==> src/rtl/ppu_sprite_pkg.sv <==
// Shared constants for the sprite pixel generator: slot count, load_in field
// positions and load strobe indices.
package ppu_sprite_pkg;
  localparam int NUM_SLOTS = 8;
  localparam int LOAD_W    = 27;

  localparam int PIX1_LSB = 19;
  localparam int PIX2_LSB = 11;
  localparam int X_LSB    = 3;
  localparam int PAL_LSB  = 1;
  localparam int PRI_BIT  = 0;

  localparam int LD_ATTR = 0;
  localparam int LD_X    = 1;
  localparam int LD_PIX2 = 2;
  localparam int LD_PIX1 = 3;
endpackage

==> src/rtl/sprite_slot.sv <==
// One sprite slot: attributes, x countdown and two 8-bit pattern shifters.
// Strobes arrive already gated by clock enable and slot select.
module sprite_slot (
  input  logic        clk,
  input  logic        reset,
  input  logic        clear,
  input  logic        shift,
  input  logic [3:0]  load,
  input  logic [26:0] load_in,
  output logic [1:0]  color,
  output logic [1:0]  pal,
  output logic        prio
);
  import ppu_sprite_pkg::*;

  logic [7:0] x, plane0, plane1;
  logic       active;

  assign active = (x == 8'd0);

  always_ff @(posedge clk) begin
    if (reset) begin
      x      <= '0;
      plane0 <= '0;
      plane1 <= '0;
      pal    <= '0;
      prio   <= 1'b0;
    end else begin
      if (load[LD_ATTR]) begin
        pal  <= load_in[PAL_LSB +: 2];
        prio <= load_in[PRI_BIT];
      end
      if (load[LD_X])       x <= load_in[X_LSB +: 8];
      else if (shift && !active) x <= x - 8'd1;
      // A written plane wins over both the line clear and the shift.
      if (load[LD_PIX1])    plane0 <= load_in[PIX1_LSB +: 8];
      else if (clear)       plane0 <= '0;
      else if (shift && active) plane0 <= plane0 >> 1;
      if (load[LD_PIX2])    plane1 <= load_in[PIX2_LSB +: 8];
      else if (clear)       plane1 <= '0;
      else if (shift && active) plane1 <= plane1 >> 1;
    end
  end

  assign color = active ? {plane1[0], plane0[0]} : 2'b00;
endmodule

==> src/rtl/sprite_pixel_gen.sv <==
// Per-scanline sprite pixel generator: slot loading, per-slot shifters and a
// lowest-index-wins priority chain feeding a registered pixel output.
module sprite_pixel_gen #(
  parameter int NUM_SLOTS = ppu_sprite_pkg::NUM_SLOTS
) (
  input  logic        clk,
  input  logic        reset,
  input  logic        ce,
  input  logic        enabled,
  input  logic        fetch_start,
  input  logic        sprite0_in_range,
  input  logic [3:0]  load,
  input  logic [26:0] load_in,
  input  logic        shift_en,
  output logic [4:0]  spr_pixel,
  output logic        spr_is_zero
);
  import ppu_sprite_pkg::*;

  localparam int PTR_W = $clog2(NUM_SLOTS + 1);

  logic [PTR_W-1:0] ptr, idx;
  logic             hit, shift, clear, s0;
  logic [4:0]       pix_q, win_pix;
  logic             zero_q, win_zero;

  logic [NUM_SLOTS-1:0][1:0] color, pal;
  logic [NUM_SLOTS-1:0]      prio;

  // fetch_start redirects a coincident load to slot 0.
  assign idx   = fetch_start ? '0 : ptr;
  assign hit   = (idx < PTR_W'(NUM_SLOTS));
  assign shift = ce & shift_en;
  assign clear = ce & fetch_start;

  always_ff @(posedge clk) begin
    if (reset) begin
      ptr <= '0;
      s0  <= 1'b0;
    end else if (ce) begin
      if (fetch_start) begin
        s0  <= sprite0_in_range;
        ptr <= load[LD_PIX2] ? PTR_W'(1) : '0;
      end else if (load[LD_PIX2] && hit) begin
        ptr <= ptr + PTR_W'(1);
      end
    end
  end

  for (genvar g = 0; g < NUM_SLOTS; g++) begin : g_slot
    logic [3:0] slot_load;
    assign slot_load = (ce && hit && idx == PTR_W'(g)) ? load : 4'b0000;

    sprite_slot u_slot (
      .clk     (clk),
      .reset   (reset),
      .clear   (clear),
      .shift   (shift),
      .load    (slot_load),
      .load_in (load_in),
      .color   (color[g]),
      .pal     (pal[g]),
      .prio    (prio[g])
    );
  end

  // Walk from the highest slot down so the lowest opaque slot is written last.
  always_comb begin
    win_pix  = '0;
    win_zero = 1'b0;
    for (int i = NUM_SLOTS - 1; i >= 0; i--) begin
      if (color[i] != 2'b00) begin
        win_pix  = {prio[i], pal[i], color[i]};
        win_zero = (i == 0) && s0;
      end
    end
  end

  always_ff @(posedge clk) begin
    if (reset) begin
      pix_q  <= '0;
      zero_q <= 1'b0;
    end else if (shift) begin
      pix_q  <= win_pix;
      zero_q <= win_zero;
    end
  end

  assign spr_pixel   = enabled ? pix_q : 5'd0;
  assign spr_is_zero = enabled & zero_q;
endmodule

==> config.mk <==
export PLATFORM = sky130hd
export DESIGN_NAME = sprite_pixel_gen
export DESIGN_NICKNAME = d
export VERILOG_FILES = /design/src/rtl/ppu_sprite_pkg.sv /design/src/rtl/sprite_slot.sv /design/src/rtl/sprite_pixel_gen.sv
export SDC_FILE = /design/constraint.sdc
export NUM_CORES = 1
export LEC_CHECK = 0
export ABC_AREA = 1
export CAP_MARGIN = 20
export CORE_MARGIN = 1
export CORE_UTILIZATION = 50
export DETAILED_ROUTE_END_ITERATION = 6
export DONT_BUFFER_PORTS = 1
export PLACE_DENSITY = 0.63
export SLEW_MARGIN = 10
export SYNTH_ARGS = -nofsm -noshare
export SYNTH_HDL_FRONTEND = slang
export SYNTH_SLANG_ARGS = --single-unit
==> constraint.sdc <==
create_clock -name clk -period 2.2 [get_ports clk]
set_clock_uncertainty 0.1 [all_clocks]
set_input_delay 0.22 -clock clk [delete_from_list [all_inputs] [get_ports clk]]
set_output_delay 0.22 -clock clk [all_outputs]
set_load 0.05 [all_outputs]
==> results of run 1 <==
==> tightest hold or removal path, cell delays in order <==
cell and delay (ns):
inv_1 0.11, o221ai_1 0.21, nand2_1 0.05, inv_1 0.04
==> worst max-delay path by stage <==
stage | slack [ns] | endpoint | start
after global placement | -0.05 | pix_q[4]$_SDFFE_PP0P_ | g_slot[3].u_slot.x[2]$_SDFFE_PP0P_
after CTS | 0.01 | pix_q[2]$_SDFFE_PP0P_ | g_slot[2].u_slot.x[0]$_SDFFE_PP0P_
after floorplan | 0.26 | pix_q[2]$_SDFFE_PP0P_ | g_slot[6].u_slot.x[0]$_SDFFE_PP0P_
after global routing | -0.14 | g_slot[0].u_slot.x[4]$_SDFFE_PP0P_ | g_slot[0].u_slot.x[1]$_SDFFE_PP0P_
final | 0.03 | g_slot[0].u_slot.x[4]$_SDFFE_PP0P_ | g_slot[0].u_slot.x[1]$_SDFFE_PP0P_
after detailed placement | -0.05 | g_slot[0].u_slot.plane0[5]$_SDFFE_PP0P_ | g_slot[0].u_slot.x[1]$_SDFFE_PP0P_
==> where the power goes <==
| part | internal (mW) | switching (mW) | total (mW) |
|---|---|---|---|
| Sequential | 5.11 | 0.673 | 5.78 |
| Combinational | 2.77 | 4.26 | 7.03 |
| Clock | 2.66 | 1.79 | 4.45 |
==> flip-flops by register name (all words and copies together) (netlist names) <==
signal / cells
g_slot.u_slot.pal: 16
g_slot.u_slot.plane0: 64
g_slot.u_slot.plane1: 64
g_slot.u_slot.prio: 8
g_slot.u_slot.x: 64
pix_q: 5
ptr: 4
s0: 1
zero_q: 1
==> layer usage <==
| metal | vias up | part of all wire | global-route usage |
|---|---|---|---|
| li1 | 5498 | - | - |
| met1 | 5068 | 0.46 | 0.378 |
| met2 | 301 | 0.45 | 0.464 |
| met3 | 67 | 0.059 | 0.0431 |
| met4 | 0 | 0.032 | 0.0957 |
| met5 | - | 0 | 0 |
==> layout by cell type, fill, tap and decap left out, types with 33 or more instances in the layout <==
cell and n:
nand2_1 385, inv_1 149, a21oi_1 53, nor2_1 122, dfxtp_1 225, nand3_1 41
o21ai_0 153, a31oi_1 101, buf_4 71, nor2_4 33
==> cells by family after synthesis <==
kind of cell | Yosys count | share of synthesized area
AOI/OAI and AO/OA | 420 | 0.222
and+or+nand+nor | 649 | 0.249
xor gates and xnor gates | 36 | 0.0277
DFF | 227 | 0.399
adders and majority gates | 14 | 0.0154
buffers and inverters | 244 | 0.0861
==> Yosys cell counts (2+ instances only) <==
library cell,number
o21bai_1,3
clkbuf_1,28
nor3_1,17
nor2_4,25
buf_2,3
o221ai_1,10
o21ai_1,15
a221oi_1,39
o22ai_1,5
o211ai_1,16
inv_1,158
nor2_2,16
xor2_1,25
o21ai_0,163
or2_2,4
ha_1,14
xnor2_1,11
nand4_1,4
inv_2,25
nand2_1,387
buf_6,5
a211oi_1,9
a21oi_1,53
buf_1,18
dfxtp_1,227
nand3_1,41
nor2_1,134
nand2_2,14
buf_4,6
a31oi_1,101
nor3_2,2
==> per-stage QoR <==
stage	area [um^2]	total power [mW]	util	worst slack (ns)	hold slack, ns
6_report	13500	17.3	0.611	0.0338	0.0224
5_1_grt	13500	18.5	0.611	-0.140	0.0458
4_1_cts	13300	16.9	0.600	0.0121	0.0154
3_5_place_dp	12000	12.2	0.542	-0.0522	0.199
3_3_place_gp	12000	12.2	0.542	-0.0472	0.194
2_1_floorplan	11400	10.6	-	0.260	0.255
==> what timing repair did <==
action | CTS | global route
endpoints found under the hold margin | 218 | 0
setup endpoints to repair | 24 | 53
hold buffers | 33 | 0
setup buffers | 0 | 5
pin swaps | 0 | 7
resized for setup | 7 | 63
==> layout make-up <==
cell class	instances	area, um^2
clock inverter	9	88.8
fill	2073	8590
multi-input combinational	1119	6070
clock buffer	41	808
sequential	227	4550
timing repair buffer	107	941
inverter	184	696
tap	280	350
antenna	3	7.51
==> impl_metrics.tcl, run 1 <==
set metrics [dict create \
    status "finished clean" \
    gp_congestion 0.883 \
    synth_flop_cell "dfxtp_1" \
    instances_no_fill 1970 \
    synth_edf_count 0 \
    ios 44 \
    maxCapViolations 0 \
    cts.path.max_buffers 3 \
    cts.clk_slew.worst_paths_ns 0.06 \
    critPathBufInv 6 \
    drt_first_pass_iters 5 \
    grt_max_degree 59 \
    die_w_um 153 \
    ys_types 43 \
    timing.rr.start "g_slot[0].u_slot.x[1]$_SDFFE_PP0P_" \
    core-area_um2 22100 \
    overflow 0 \
    via_per_inst 5.55 \
    critPathCaptureType "flop" \
    period_share 0.985 \
    fmax_ghz 0.462 \
    grt_pass1_wl_um 53200 \
    root_buffer "clkbuf_16" \
    yosys-top-cells-area "dfxtp_1 (40%), nand2_1 (13%), o21ai_0 (7.2%), a31oi_1 (5.6%), inv_1 (5.2%)" \
    reg2reg_to "g_slot[0].u_slot.x[4]$_SDFFE_PP0P_" \
    synth_seq_area_share 0.399 \
    async_flop_share 0 \
    yosysWarnings 0 \
    path_class "flop to flop" \
    final_nets 1718 \
    die_y_um 153 \
    r2r_cells 16 \
    route.detailed.drc 0 \
    min_path_cells 4 \
    rsz0062_at_grt "true" \
    syn_area_per_cell_um2 7.16 \
    ys_ff_latch 227 \
    area_delta_synth_final_pct 18.7 \
    postRouteAntennaNets 0 \
    dp_cells 1879 \
    max_stage_delay_ns 0.31 \
    slew_headroom 0.617 \
    syn_nets 1642 \
    clkLatencyLatePin_ns 0.54 \
    grt_pass1_vias 10200 \
    yosysTopAreaCell "dfxtp_1" \
    cp_common_cell "inv_1" \
    peakVddDrop_v 0.000632 \
    postSynthCellCount 1590 \
    drv_slew 0 \
    start_util 0.515 \
    path_cells "inv_2 > ha_4 > nand2_2 > nor3_2 > inv_1 > nor2_1 > inv_1 > nor2_4 > nor2_2 > inv_1 > nor2_1 > buf_4 > a22oi_2 > o21ai_1 > nand2_1 > inv_1" \
    numCtsBuffers 27 \
    cp.arrival_ns 2.50 \
    syn_area_um2 11400 \
    cp_slowest_cell "dfxtp_2" \
    period_needed_ns 2.17 \
    path_max_fanout 4 \
    post_drt_wl_per_cell_um 16.7 \
    antenna_found_initial 3 \
    cts_max_level 1 \
    synth_top_area_share 0.399 \
    finalHoldViolations 0 \
    tns_ns 0 \
    worst_pin_slew_ns 0.575 \
    setup-violations-final 0 \
    route.vias.total 10900 \
    cp.depth 16 \
    hold_path_end "g_slot[3].u_slot.x[2]$_SDFFE_PP0P_" \
    wirelength_um 32900 \
    r2r_slack_ns 0.03 \
    worstHoldPathType "primary input to flop" \
    drtIter0Drc 837 \
    crit_family "simple AND/OR/NAND/NOR gates" \
    hold_start "load_in[5]" \
    rows 54 \
    powerDensity_nw_per_um2 1280 \
    cts_tree "done" \
    cts_sinks 227 \
    portBuffers 0 \
    required_ns 2.54 \
    grt.total_usage 0.282 \
    p_leak_nw 5.44 \
    dpl.hpwl_um 22100 \
    drive_gt1_frac 0.152 \
    critical_path.startpoint_type "flop" \
    die_area_um2 23400 \
]
Power figures use the tool's default switching activity.
==> run 2: changes to the inputs <==
--- a/config.mk
+++ b/config.mk
@@ -11,6 +11,7 @@
 export CORE_UTILIZATION = 50
 export DETAILED_ROUTE_END_ITERATION = 6
 export DONT_BUFFER_PORTS = 1
+export GPL_TIMING_DRIVEN = 0
 export PLACE_DENSITY = 0.63
 export SLEW_MARGIN = 10
 export SYNTH_ARGS = -nofsm -noshare
==> impl_metrics.tcl, run 2 (synthesized netlist as in run 1, its figures left out) <==
set metrics [dict create \
    drv_slew 0 \
    globalRouteMet3Util 0.0405 \
    critPathCaptureType "flop" \
    top_regs "g_slot.u_slot.plane0 (64), g_slot.u_slot.plane1 (64), g_slot.u_slot.x (64)" \
    die_w_um 153 \
    root_buffer "clkbuf_16" \
    grt_pass1_vias 9888 \
    instances_no_fill 1973 \
    ios 44 \
    period_share 1.00 \
    violations "setup timing" \
    cp.arrival_ns 2.57 \
    worstHoldPathType "primary input to flop" \
    worst_pin_slew_ns 0.924 \
    crit_family "simple AND/OR/NAND/NOR gates" \
    postRouteAntennaNets 0 \
    placed_area_um2 11700 \
    core-area_um2 22100 \
    hold_slack_ns 0.0160 \
    top_usage_layer "met2" \
    path_cells "inv_1 > ha_1 > nand2_1 > nor3_1 > nor2_1 > inv_2 > buf_4 > o21ai_0 > a31oi_1" \
    die_y_um 153 \
    cts_sinks 227 \
    area_delta_synth_final_pct 20.1 \
    required_ns 2.57 \
    route.detailed.drc 0 \
    stdcell_area_um2 13700 \
    critPathBufInv 3 \
    use_met1 0.402 \
    fin_util 0.619 \
    fmax_ghz 0.454 \
    wirelength_um 35200 \
    slew_headroom 0.384 \
    critical_path.startpoint_type "flop" \
    use_met2 0.465 \
    grt_max_degree 15 \
    cts_tree "done" \
    r2r_slack_ns -0.002 \
    setup_ws_ns -0.00200 \
    antenna_found_initial 0 \
    numCtsBuffers 26 \
    final_nets 1725 \
    status "finished with violations" \
    antenna_cells 0 \
    cp_slowest_cell "nor3_1" \
    die_area_um2 23400 \
    final_cell_mix "nand2_1 (381), dfxtp_1 (221), o21ai_0 (150), inv_1 (140), nor2_1 (116)" \
    grt_pass1_wl_um 53700 \
    max_stage_delay_ns 0.58 \
    start_util 0.515 \
    dp_cells 1870 \
    cts.path.max_buffers 3 \
    route.vias.total 11200 \
    dpl.hpwl_um 23300 \
    finalHoldViolations 0 \
    maxCapViolations 0 \
    overflow 0 \
    p_leak_nw 5.39 \
    clkLatencyLatePin_ns 0.54 \
    drtIter0Drc 743 \
    grt.total_usage 0.290 \
    rows 54 \
    period_needed_ns 2.20 \
    drive_gt1_frac 0.167 \
    rsz0062_at_grt "true" \
    tns_ns -0.00200 \
    path_max_fanout 10 \
    cts_max_level 1 \
    powerDensity_nw_per_um2 1340 \
    portBuffers 0 \
    path_class "flop to flop" \
    cts.clk_slew.worst_paths_ns 0.06 \
    via_per_inst 5.68 \
    gp_congestion 0.902 \
    post_drt_wl_per_cell_um 17.8 \
    final_common_cell "nand2_1" \
    drt_first_pass_iters 5 \
    peakVddDrop_v 0.000734 \
    setup-violations-final 1 \
]
run 2: changes by cell type in the layout (fill, tap and decap cells not counted), sizes merged:
| cell | change |
|---|---|
| buf | -2 |
| dlygate4sd3 | -18 |
| clkbuf | +19 |
| inv | -1 |
| clkinvlp | +4 |
| bufinv | +5 |
| clkinv | -1 |
| diode | -3 |
run 2: path summary, 6_finish.rpt:
check                                            end  cells past startpoint                               start
min reg2reg       g_slot[5].u_slot.prio$_SDFFE_PP0P_                      2  g_slot[5].u_slot.prio$_SDFFE_PP0P_
min               g_slot[1].u_slot.x[2]$_SDFFE_PP0P_                      4                          load_in[5]
max          g_slot[5].u_slot.plane1[5]$_SDFFE_PP0P_                      9  g_slot[5].u_slot.x[0]$_SDFFE_PP0P_
max reg2reg  g_slot[5].u_slot.plane1[5]$_SDFFE_PP0P_                      9  g_slot[5].u_slot.x[0]$_SDFFE_PP0P_
run 2: power by group:
group / leakage [nW] / switching [mW] / internal, mW
logic: 3.06 / 4.60 / 2.92
clock network: 0.465 / 1.89 / 3.02
registers: 1.86 / 0.705 / 5.12
run 2: worst reg2reg max path, stage by stage, from the launching register on:
cell and delay [ns]:
dfxtp_1 0.31, inv_1 0.14, ha_1 0.17, nand2_1 0.11
nor3_1 0.58, nor2_1 0.17, inv_2 0.13, buf_4 0.17
o21ai_0 0.08, a31oi_1 0.18
run 2: final cells by class:
| type | count | area [um^2] |
|---|---|---|
| tap | 280 | 350 |
| timing repair buffer | 55 | 460 |
| sequential | 227 | 4550 |
| fill | 2085 | 8430 |
| buffer | 60 | 290 |
| clock inverter | 16 | 258 |
| multi-input combinational | 1119 | 6340 |
| clock buffer | 32 | 713 |
| inverter | 184 | 698 |
run 2: repair_timing:
item,CTS,global route
resized for setup,32,115
hold endpoints to repair,69,0
pin swaps,2,44
hold buffers,14,0
cloned,0,0
endpoints found under the setup margin,66,125
setup buffers,2,39
run 2: metrics by stage:
stage          worst slack [ns]  total power, mW
6_report               -0.00200             18.3
4_1_cts                -0.00223             17.4
5_1_grt                  -0.114             19.4
3_3_place_gp             -0.534             12.0
3_5_place_dp             -0.581             12.1
2_1_floorplan             0.260             10.6
run 2: metal layers:
metal	share of wire	up-vias
met5	0	-
met1	0.45	5243
met3	0.071	73
li1	-	5509
met2	0.45	389
met4	0.030	0
